--- config.mk ---
export PLATFORM = sky130hd
export DESIGN_NAME = sbox_lane_pipe
export DESIGN_NICKNAME = d
export VERILOG_FILES = /design/src/rtl/aes_sbox_pkg.sv /design/src/rtl/sbox_lane_stages.sv /design/src/rtl/sbox_lane_pipe.sv
export SDC_FILE = /design/constraint.sdc
export NUM_CORES = 1
export LEC_CHECK = 0
export BUFFER_PORTS_ARGS = -buffer_cell sky130_fd_sc_hd__clkbuf_2
export CAP_MARGIN = 10
export CELL_PAD_IN_SITES_DETAIL_PLACEMENT = 1
export CELL_PAD_IN_SITES_GLOBAL_PLACEMENT = 2
export CORE_MARGIN = 2
export CORE_UTILIZATION = 36
export DETAILED_ROUTE_END_ITERATION = 7
export PLACE_DENSITY_LB_ADDON = 0.25
export REMOVE_ABC_BUFFERS = 1
export SETUP_SLACK_MARGIN = 0.02
export SLEW_MARGIN = 20
export SYNTH_ARGS = -nofsm -noshare
export SYNTH_HDL_FRONTEND = slang
export SYNTH_SLANG_ARGS = --single-unit
export TNS_END_PERCENT = 1
--- constraint.sdc ---
create_clock -name clk -period 3.4 [get_ports clk]
set_input_delay 0 -clock clk [delete_from_list [all_inputs] [get_ports clk]]
set_output_delay 0 -clock clk [all_outputs]
set_load 0.01 [all_outputs]
--- src/rtl/aes_sbox_pkg.sv ---
// Shared GF((2^4)^2) arithmetic, basis-change matrices and stage payload for the AES S-box lanes.
// Matrices are packed {row7..row0}; each row is the input-bit mask that XORs into that output bit.
package aes_sbox_pkg;

    // Mapping between the AES polynomial basis and the tower basis (and back).
    localparam logic [63:0] ISO_M        = 64'hA0DE_ACAE_C69E_5243;
    localparam logic [63:0] INV_ISO_M    = 64'hE244_6276_3E9E_3075;
    localparam logic [63:0] AFFINE_M     = 64'hF87C_3E1F_8FC7_E3F1;
    localparam logic [63:0] INV_AFFINE_M = 64'h5229_944A_2592_49A4;
    localparam logic [7:0]  AFFINE_C     = 8'h63;
    localparam logic [7:0]  INV_AFFINE_C = 8'h05;

    // lambda in z^2 + z + lambda over GF(16); GF(16) is GF(4)[y]/(y^2 + y + x)
    localparam logic [3:0]  GF16_V       = 4'hC;

    typedef struct packed {
        logic [3:0] g1;
        logic [3:0] g0;   // g0 after S1, g0^g1 after S2
        logic [3:0] nib;  // S1 sum, then its GF(16) inverse
        logic       inv;
    } stage_t;

    function automatic logic [7:0] mat_mul8(input logic [63:0] m, input logic [7:0] x);
        logic [7:0] y;
        for (int i = 0; i < 8; i++) begin
            y[i] = ^(m[8*i +: 8] & x);
        end
        return y;
    endfunction

    function automatic logic [1:0] gf4_mul(input logic [1:0] a, input logic [1:0] b);
        return {(a[1] & b[1]) ^ (a[1] & b[0]) ^ (a[0] & b[1]),
                (a[1] & b[1]) ^ (a[0] & b[0])};
    endfunction

    function automatic logic [1:0] gf4_mul_phi(input logic [1:0] a);
        return {a[1] ^ a[0], a[1]};
    endfunction

    function automatic logic [3:0] gf16_mul(input logic [3:0] a, input logic [3:0] b);
        logic [1:0] hh;
        logic [1:0] hl;
        logic [1:0] lh;
        logic [1:0] ll;
        hh = gf4_mul(a[3:2], b[3:2]);
        hl = gf4_mul(a[3:2], b[1:0]);
        lh = gf4_mul(a[1:0], b[3:2]);
        ll = gf4_mul(a[1:0], b[1:0]);
        return {hh ^ hl ^ lh, gf4_mul_phi(hh) ^ ll};
    endfunction

    function automatic logic [3:0] gf16_sq(input logic [3:0] a);
        return gf16_mul(a, a);
    endfunction

    function automatic logic [3:0] gf16_sq_mul_v(input logic [3:0] a);
        return gf16_mul(GF16_V, gf16_sq(a));
    endfunction

    // a^14 = a^-1 for a != 0, and maps 0 to 0 with no special case
    function automatic logic [3:0] gf16_inv(input logic [3:0] a);
        logic [3:0] a2;
        logic [3:0] a4;
        logic [3:0] a8;
        a2 = gf16_sq(a);
        a4 = gf16_sq(a2);
        a8 = gf16_sq(a4);
        return gf16_mul(gf16_mul(a2, a4), a8);
    endfunction

endpackage

--- src/rtl/sbox_lane_stages.sv ---
// Combinational logic of the three S-box stages for one byte lane; registers live in the top.
// SBOX_INV_EN enables the inverse-affine input path and the output mode mux.
module sbox_lane_stages
    import aes_sbox_pkg::*;
(
    input  logic [7:0] s1_byte_i,
    input  logic       s1_inv_i,
    output stage_t     s1_o,
    input  stage_t     s2_i,
    output stage_t     s2_o,
    input  stage_t     s3_i,
    output logic [7:0] s3_byte_o
);

    logic [7:0] s1_pre;
    logic       s1_inv;
    logic [7:0] s1_iso;
    logic [3:0] d1;
    logic [3:0] d0;
    logic [7:0] s3_base;
    logic [7:0] s3_fwd;

    always_comb begin
        // NOTE: defaults first so every path assigns every output and no latch is inferred.
        s1_pre = s1_byte_i;
        s1_inv = 1'b0;
`ifdef SBOX_INV_EN
        if (s1_inv_i) begin
            s1_pre = mat_mul8(INV_AFFINE_M, s1_byte_i) ^ INV_AFFINE_C;
            s1_inv = 1'b1;
        end
`endif
    end

    assign s1_iso = mat_mul8(ISO_M, s1_pre);

    always_comb begin
        s1_o     = '0;
        s1_o.g1  = s1_iso[7:4];
        s1_o.g0  = s1_iso[3:0];
        s1_o.nib = gf16_mul(s1_iso[7:4], s1_iso[3:0]) ^ gf16_sq(s1_iso[3:0])
                 ^ gf16_sq_mul_v(s1_iso[7:4]);
        s1_o.inv = s1_inv;
    end

    always_comb begin
        s2_o     = '0;
        s2_o.g1  = s2_i.g1;
        s2_o.g0  = s2_i.g0 ^ s2_i.g1;
        s2_o.nib = gf16_inv(s2_i.nib);
        s2_o.inv = s2_i.inv;
    end

    assign d1      = gf16_mul(s3_i.g1, s3_i.nib);
    assign d0      = gf16_mul(s3_i.g0, s3_i.nib);
    assign s3_base = mat_mul8(INV_ISO_M, {d1, d0});
    assign s3_fwd  = mat_mul8(AFFINE_M, s3_base) ^ AFFINE_C;

`ifdef SBOX_INV_EN
    assign s3_byte_o = s3_i.inv ? s3_base : s3_fwd;
`else
    logic unused_inv;
    assign unused_inv = s1_inv_i ^ s3_i.inv;
    assign s3_byte_o  = s3_fwd;
`endif

endmodule

--- src/rtl/sbox_lane_pipe.sv ---
// NUM_LANES-wide, 3-stage composite-field AES S-box with valid/ready flow control and a tag sideband.
// Define SBOX_INV_EN to honour in_inv per beat; otherwise every beat takes the forward S-box.
module sbox_lane_pipe
    import aes_sbox_pkg::*;
#(
    parameter int NUM_LANES = 4,
    parameter int TAG_W     = 4
) (
    input  logic                   clk,
    input  logic                   rst_n,
    input  logic                   in_valid,
    output logic                   in_ready,
    input  logic [8*NUM_LANES-1:0] in_data,
    input  logic                   in_inv,
    input  logic [TAG_W-1:0]       in_tag,
    output logic                   out_valid,
    input  logic                   out_ready,
    output logic [8*NUM_LANES-1:0] out_data,
    output logic [TAG_W-1:0]       out_tag
);

    logic                   advance;
    logic                   v1_q;
    logic                   v2_q;
    logic                   v3_q;
    stage_t [NUM_LANES-1:0] s1_d;
    stage_t [NUM_LANES-1:0] s1_q;
    stage_t [NUM_LANES-1:0] s2_d;
    stage_t [NUM_LANES-1:0] s2_q;
    logic [8*NUM_LANES-1:0] s3_d;
    logic [8*NUM_LANES-1:0] s3_q;
    logic [TAG_W-1:0]       tag1_q;
    logic [TAG_W-1:0]       tag2_q;
    logic [TAG_W-1:0]       tag3_q;

    // Whole pipeline moves together; it only stalls when a beat sits unaccepted at the output.
    assign advance   = out_ready | ~v3_q;
    assign in_ready  = advance;
    assign out_valid = v3_q;
    assign out_data  = s3_q;
    assign out_tag   = tag3_q;

    for (genvar g = 0; g < NUM_LANES; g++) begin : g_lane
        sbox_lane_stages u_lane (
            .s1_byte_i (in_data[8*g +: 8]),
            .s1_inv_i  (in_inv),
            .s1_o      (s1_d[g]),
            .s2_i      (s1_q[g]),
            .s2_o      (s2_d[g]),
            .s3_i      (s2_q[g]),
            .s3_byte_o (s3_d[8*g +: 8])
        );
    end

    always_ff @(posedge clk) begin
        if (!rst_n) begin
            v1_q   <= 1'b0;
            v2_q   <= 1'b0;
            v3_q   <= 1'b0;
            s1_q   <= '0;
            s2_q   <= '0;
            s3_q   <= '0;
            tag1_q <= '0;
            tag2_q <= '0;
            tag3_q <= '0;
        end else if (advance) begin
            // NOTE: non-blocking so each stage captures the previous stage's pre-edge value.
            v1_q <= in_valid;
            v2_q <= v1_q;
            v3_q <= v2_q;
            if (in_valid) begin
                s1_q   <= s1_d;
                tag1_q <= in_tag;
            end
            if (v1_q) begin
                s2_q   <= s2_d;
                tag2_q <= tag1_q;
            end
            if (v2_q) begin
                s3_q   <= s3_d;
                tag3_q <= tag2_q;
            end
        end
    end

endmodule

# Yosys cells after proc, flatten, opt, wreduce, memory -nomap -nowiden
# Cells that the tools add are included.
# totals
regBits,143
input_bits,41
out_inout_bits,38
wordCells,1232
# op_classes
n_bitwise,1102
n_reduce_logical,99
# ops
operator,count
$reduce_xor 8->1,96
$xor 1x1->1,520
$and 1x1->1,440
$xor 2x2->2,124
$xor 4x4->4,12
$not 4->4,4
$reduce_and 2->1,3
$not 1->1,1
$or 1x1->1,1

# Logic depth before layout (Yosys ltp)
# depth
word_depth,20
mapped_depth,14
depth_no_buf,11

# Modules after synthesis
# A second synthesis with hierarchy kept.
# hier_totals
cells_unflattened,1777
area_unflattened_um2,14361.3
# modules_own_cells
module,n_inst,cells_per_inst,area_per_inst_um2,seq_area_each_um2
sbox_lane_stages (g_lane[1].u_lane ...),3,295,2184.6,0.0
sbox_lane_pipe,1,644,5978.2,3022.9
sbox_lane_stages (g_lane[0].u_lane),1,248,1829.3,0.0

# Worst setup path after synthesis
# Ideal clock, no wire load.
# synth_timing
path_kind,reg2reg
start,register s2_q[2] (netlist bit)
end,"register s3_q[2], in the netlist out_data[2]"
setup_ns,0.074
arrival_time_ns,2.576
t_required_ns,3.326
setup_slack_ns,0.749
path_stages_with_launch,10
path_buffers,1
synth_period_minus_slack_ns,2.651
path_cell_list,dfxtp_1 buf_6 mux2_4 a221oi_2 xor2_2 xor2_4 xnor2_1 xnor3_1 or2_2 a31oi_1
# synth_between
elab_chain_cells,7
elab_cells_between_ends,32
classes_between,26 x bitwise; 6 x reduce/logical
# synth_lines
item,line_no,source
from (decl),sbox_lane_pipe.sv:29,stage_t [NUM_LANES-1:0] s2_q;
from (signal assigned),sbox_lane_pipe.sv:61,s2_q <= '0;
from (signal assigned),sbox_lane_pipe.sv:76,s2_q <= s2_d;
$and 1x1->1,"aes_sbox_pkg.sv:32, aes_sbox_pkg.sv:33",
$xor 1x1->1 (2 in series),aes_sbox_pkg.sv:32,"return {(a[1] & b[1]) ^ (a[1] & b[0]) ^ (a[0] & b[1]),"
$xor 2x2->2 (2 in series),aes_sbox_pkg.sv:49,"return {hh ^ hl ^ lh, gf4_mul_phi(hh) ^ ll};"
$reduce_xor 8->1,aes_sbox_pkg.sv:26,y[i] = ^(m[8*i +: 8] & x);
$reduce_xor 8->1 (*),aes_sbox_pkg.sv:26,
to (signal assigned),sbox_lane_pipe.sv:62,s3_q <= '0;
to (signal assigned),sbox_lane_pipe.sv:80,s3_q <= s3_d;
to (decl),sbox_lane_pipe.sv:31,logic [8*NUM_LANES-1:0] s3_q;
# Mark *: on every way between the ends. The rest lies on a longest branch, timed or not.
# A chain may end at the register's enable or synchronous reset.

# Final worst setup path
# layout_timing
start,register s2_q[4] (netlist bit)
end,"register s3_q[2], in the netlist out_data[2]"
# layout_between
elab_chain_cells,7
elab_cells_between_ends,34
classes_between,28 x bitwise; 6 x reduce/logical
# layout_lines
item,line_no
$and 1x1->1,"aes_sbox_pkg.sv:32, aes_sbox_pkg.sv:33"
$xor 1x1->1 (2 in series),aes_sbox_pkg.sv:32
$xor 1x1->1 / $xor 2x2->2 (equally long branches),"aes_sbox_pkg.sv:37, aes_sbox_pkg.sv:49"
$xor 2x2->2,aes_sbox_pkg.sv:49
$reduce_xor 8->1,aes_sbox_pkg.sv:26
$reduce_xor 8->1 (*),aes_sbox_pkg.sv:26
# Marked as above.

==> flow_metrics.py <==
metrics = {
    "cells_and_area": {
        "drive_above_1_share_pct": 11.8,
        "fin_cells": 2152,
        "antennaDiodeCount": 0,
        "areaGrowthSynthToFinish_pct": 10.6,
        "fillers": 4262,
        "multi_input_area_um2": 8890,
        "num-nets-final": 1759,
        "regArea_um2": 2860,
    },
    "setup_path": {
        "cp-start-kind": "register",
        "crit_required_ps": 3760,
        "arrival_ps": 3290,
        "crit_fanout": 15,
        "path_class": "register to register",
        "cp-end-kind": "register",
    },
    "clocking": {
        "cts_tree": "yes",
        "post-cts-setup-buffers": 0,
        "clk_pin_slew_ps": 70,
        "clockBufferDepth": 2,
        "clk-insertion-delay-late_ps": 430,
        "cts_sinks": 143,
        "cts_buffers": 17,
        "cts_root_buffer": "clkbuf_16",
        "htree_levels": 4,
    },
    "floorplan": {
        "start_util_pct": 36.2,
        "die_w_um": 190,
        "dieArea_um2": 36000,
        "coreArea_um2": 34300,
        "fp.dieH_um": 190,
        "rows": 68,
        "pin_count": 79,
    },
    "logic_synthesis": {
        "synth_cell_types": 72,
        "yosys.area.top_type": "dfxtp_1",
        "synth_warnings": 0,
        "synth_edf_count": 0,
        "async_reset_ff_share_pct": 0,
        "synthTopCellsByCount": "267 x nand2_1, 214 x xnor2_1, 153 x a21oi_1, 143 x dfxtp_1, 143 x nor2_1",
        "synth_top_area_share_pct": 23.1,
        "synth-seq-area-share_pct": 23.1,
        "synth_most_common_cell": "nand2_1",
        "synth_ff_type": "dfxtp_1",
        "yosys_register_bits": 143,
        "synth.top_cells.by_area": "dfxtp_1 23%, xnor2_1 15%, nand2_1 8.1%",
        "syn_area_per_cell_um2": 7.36,
        "synthCells": 1686,
        "syn_area_um2": 12400,
    },
    "sta": {
        "holdWs_ps": 20.6,
        "clock_skew_ps": 10.4,
        "setup_ws_ps": 470,
        "rsz0062_at_grt": "no",
        "layout_worst_path_cycle_share_pct": 86.2,
        "hold_violations": 0,
        "slew_headroom_pct": 36.2,
        "tightestPinTransition_ps": 957,
        "drv_slew": 0,
        "setup_violations": 0,
        "tns_ps": 0,
        "max_freq_mhz": 341,
        "period_minus_slack_ps": 2930,
    },
    "worst_hold_path": {
        "hold_class": "primary input to register",
    },
    "routing": {
        "wl_um": 33000,
        "ant_nets": 0,
        "drtIter0Drc": 473,
        "first_pass_iters": 5,
        "routedWlPerCell_um": 15.3,
        "via_per_inst": 5.23,
        "vias": 11251,
        "drc": 0,
    },
    "placement": {
        "dp_hpwl_um": 23600,
        "pre_cts_ws_ps": 469,
        "gp_congestion": 0.797,
        "port_buffers": 77,
        "dp_cells": 2115,
    },
    "power": {
        "power.density_nw_per_um2": 637,
        "design_power_total_mw": 8.75,
        "p_leak_nw": 4.92,
        "switchingPower_mw": 3.83,
        "power.share.clock_pct": 21.2,
        "ir_drop_mv": 0.298,
        "p_sw_share_pct": 43.8,
        "p_int_mw": 4.92,
        "p_seq_share_pct": 24.9,
        "power.share.combinational_pct": 54.0,
    },
    "outcome": {
        "outcome": "finished, final reports clean",
    },
    "job": {
        "cap_violations": 0,
    },
    "grt": {
        "grt_pass1_vias": 11048,
        "grt.total_usage_pct": 18.5,
        "grt_max_degree": 59,
        "overflow": 0,
        "grt_pass1_wl_um": 55600,
        "antenna_found_initial": 0,
    },
}
==> worst paths after layout <==
path | startpoint | endpoint | slack (ps) | cells after the start
setup / recovery | s2_q[4] | out_data[2] | 470 | 8
hold / removal | in_data[24] | s1_q[44] | 20 | 4
setup reg to reg | s2_q[4] | out_data[2] | 470 | 8
hold reg to reg | tag1_q[2] | tag2_q[2] | 450 | 2
==> cells by family after synthesis <==
family,count (synthesis),share of synthesized area (%)
AOI/OAI and AO/OA,437,21.6
xor gates and xnor gates,310,23.5
adders and majority gates,36,3.59
buffers and inverters,168,5.34
DFF,143,23.1
muxes,40,3.69
and+or+nand+nor,552,19.2
==> worst max-delay path, cell delays in order (launching register included) <==
cell	delay [ps]
dfxtp_1	630
or4bb_1	440
o211ai_1	170
xor2_2	330
xor2_4	270
xnor2_1	210
xnor3_1	380
or2_2	280
a31oi_1	150
==> metal layers <==
metal | up-vias | routed length (um) | track usage, %
li1 | 5753 | - | -
met1 | 5361 | 15900 | 24.4
met2 | 113 | 16000 | 32.0
met3 | 24 | 689 | 2.56
met4 | 0 | 438 | 4.23
met5 | - | 0 | 0
==> final cells by class <==
| cell class | count | share of cell area (%) |
|---|---|---|
| clock buffer | 18 | 3.20 |
| inverter | 26 | 0.729 |
| clock inverter | 14 | 0.975 |
| timing repair buffer | 121 | 5.30 |
| sequential | 143 | 20.9 |
| tap | 455 | 4.15 |
| multi-input combinational | 1375 | 64.8 |
==> sequential cells by signal, summed over array words and instances, names as in the netlist <==
name / count
s1_q: 48
s2_q: 48
out_data: 32
out_tag: 4
tag1_q: 4
tag2_q: 4
out_valid: 1
v1_q: 1
v2_q: 1
==> placed cells by master, fill, tap and decap left out, drive strengths merged, types with 6 or more instances in the layout <==
cell type,n
a221oi,6
clkbuf,95
nand3,25
a32oi,7
o21ai,106
mux2,33
buf,39
o21a,6
xnor3,9
o211ai,19
xor2,82
inv,31
nor2b,11
nand2,267
nor3,37
a22oi,26
a21oi,153
mux2i,6
nand2b,30
a211oi,51
dfxtp,143
o22ai,9
nor2,143
and2,10
a31oi,12
a22o,7
ha,34
xnor2,217
==> stage by stage <==
step	util, %	cell area [um2]
finish	40.0	13700
floorplan	-	11800
global placement	38.2	13100
detailed placement	38.2	13100
global route	40.0	13700
CTS	40.0	13700
==> power groups by stage <==
stage	Clock [mW]	Combinational [mW]	Sequential, mW
after global routing	1.99	5.31	2.22
after floorplan	0	3.57	2.16
after CTS	1.90	4.76	2.18
after global placement	0	4.64	2.21
final	1.85	4.72	2.18
after detailed placement	0	4.74	2.22
==> repair_timing <==
| action | in CTS | in global routing |
|---|---|---|
| hold endpoints to repair | 7 | 0 |
| gates resized for setup | 0 | 0 |
| endpoints found under the setup margin | 0 | 0 |
| hold buffers | 5 | 0 |
Note: power is estimated with default switching activity, not from simulation.
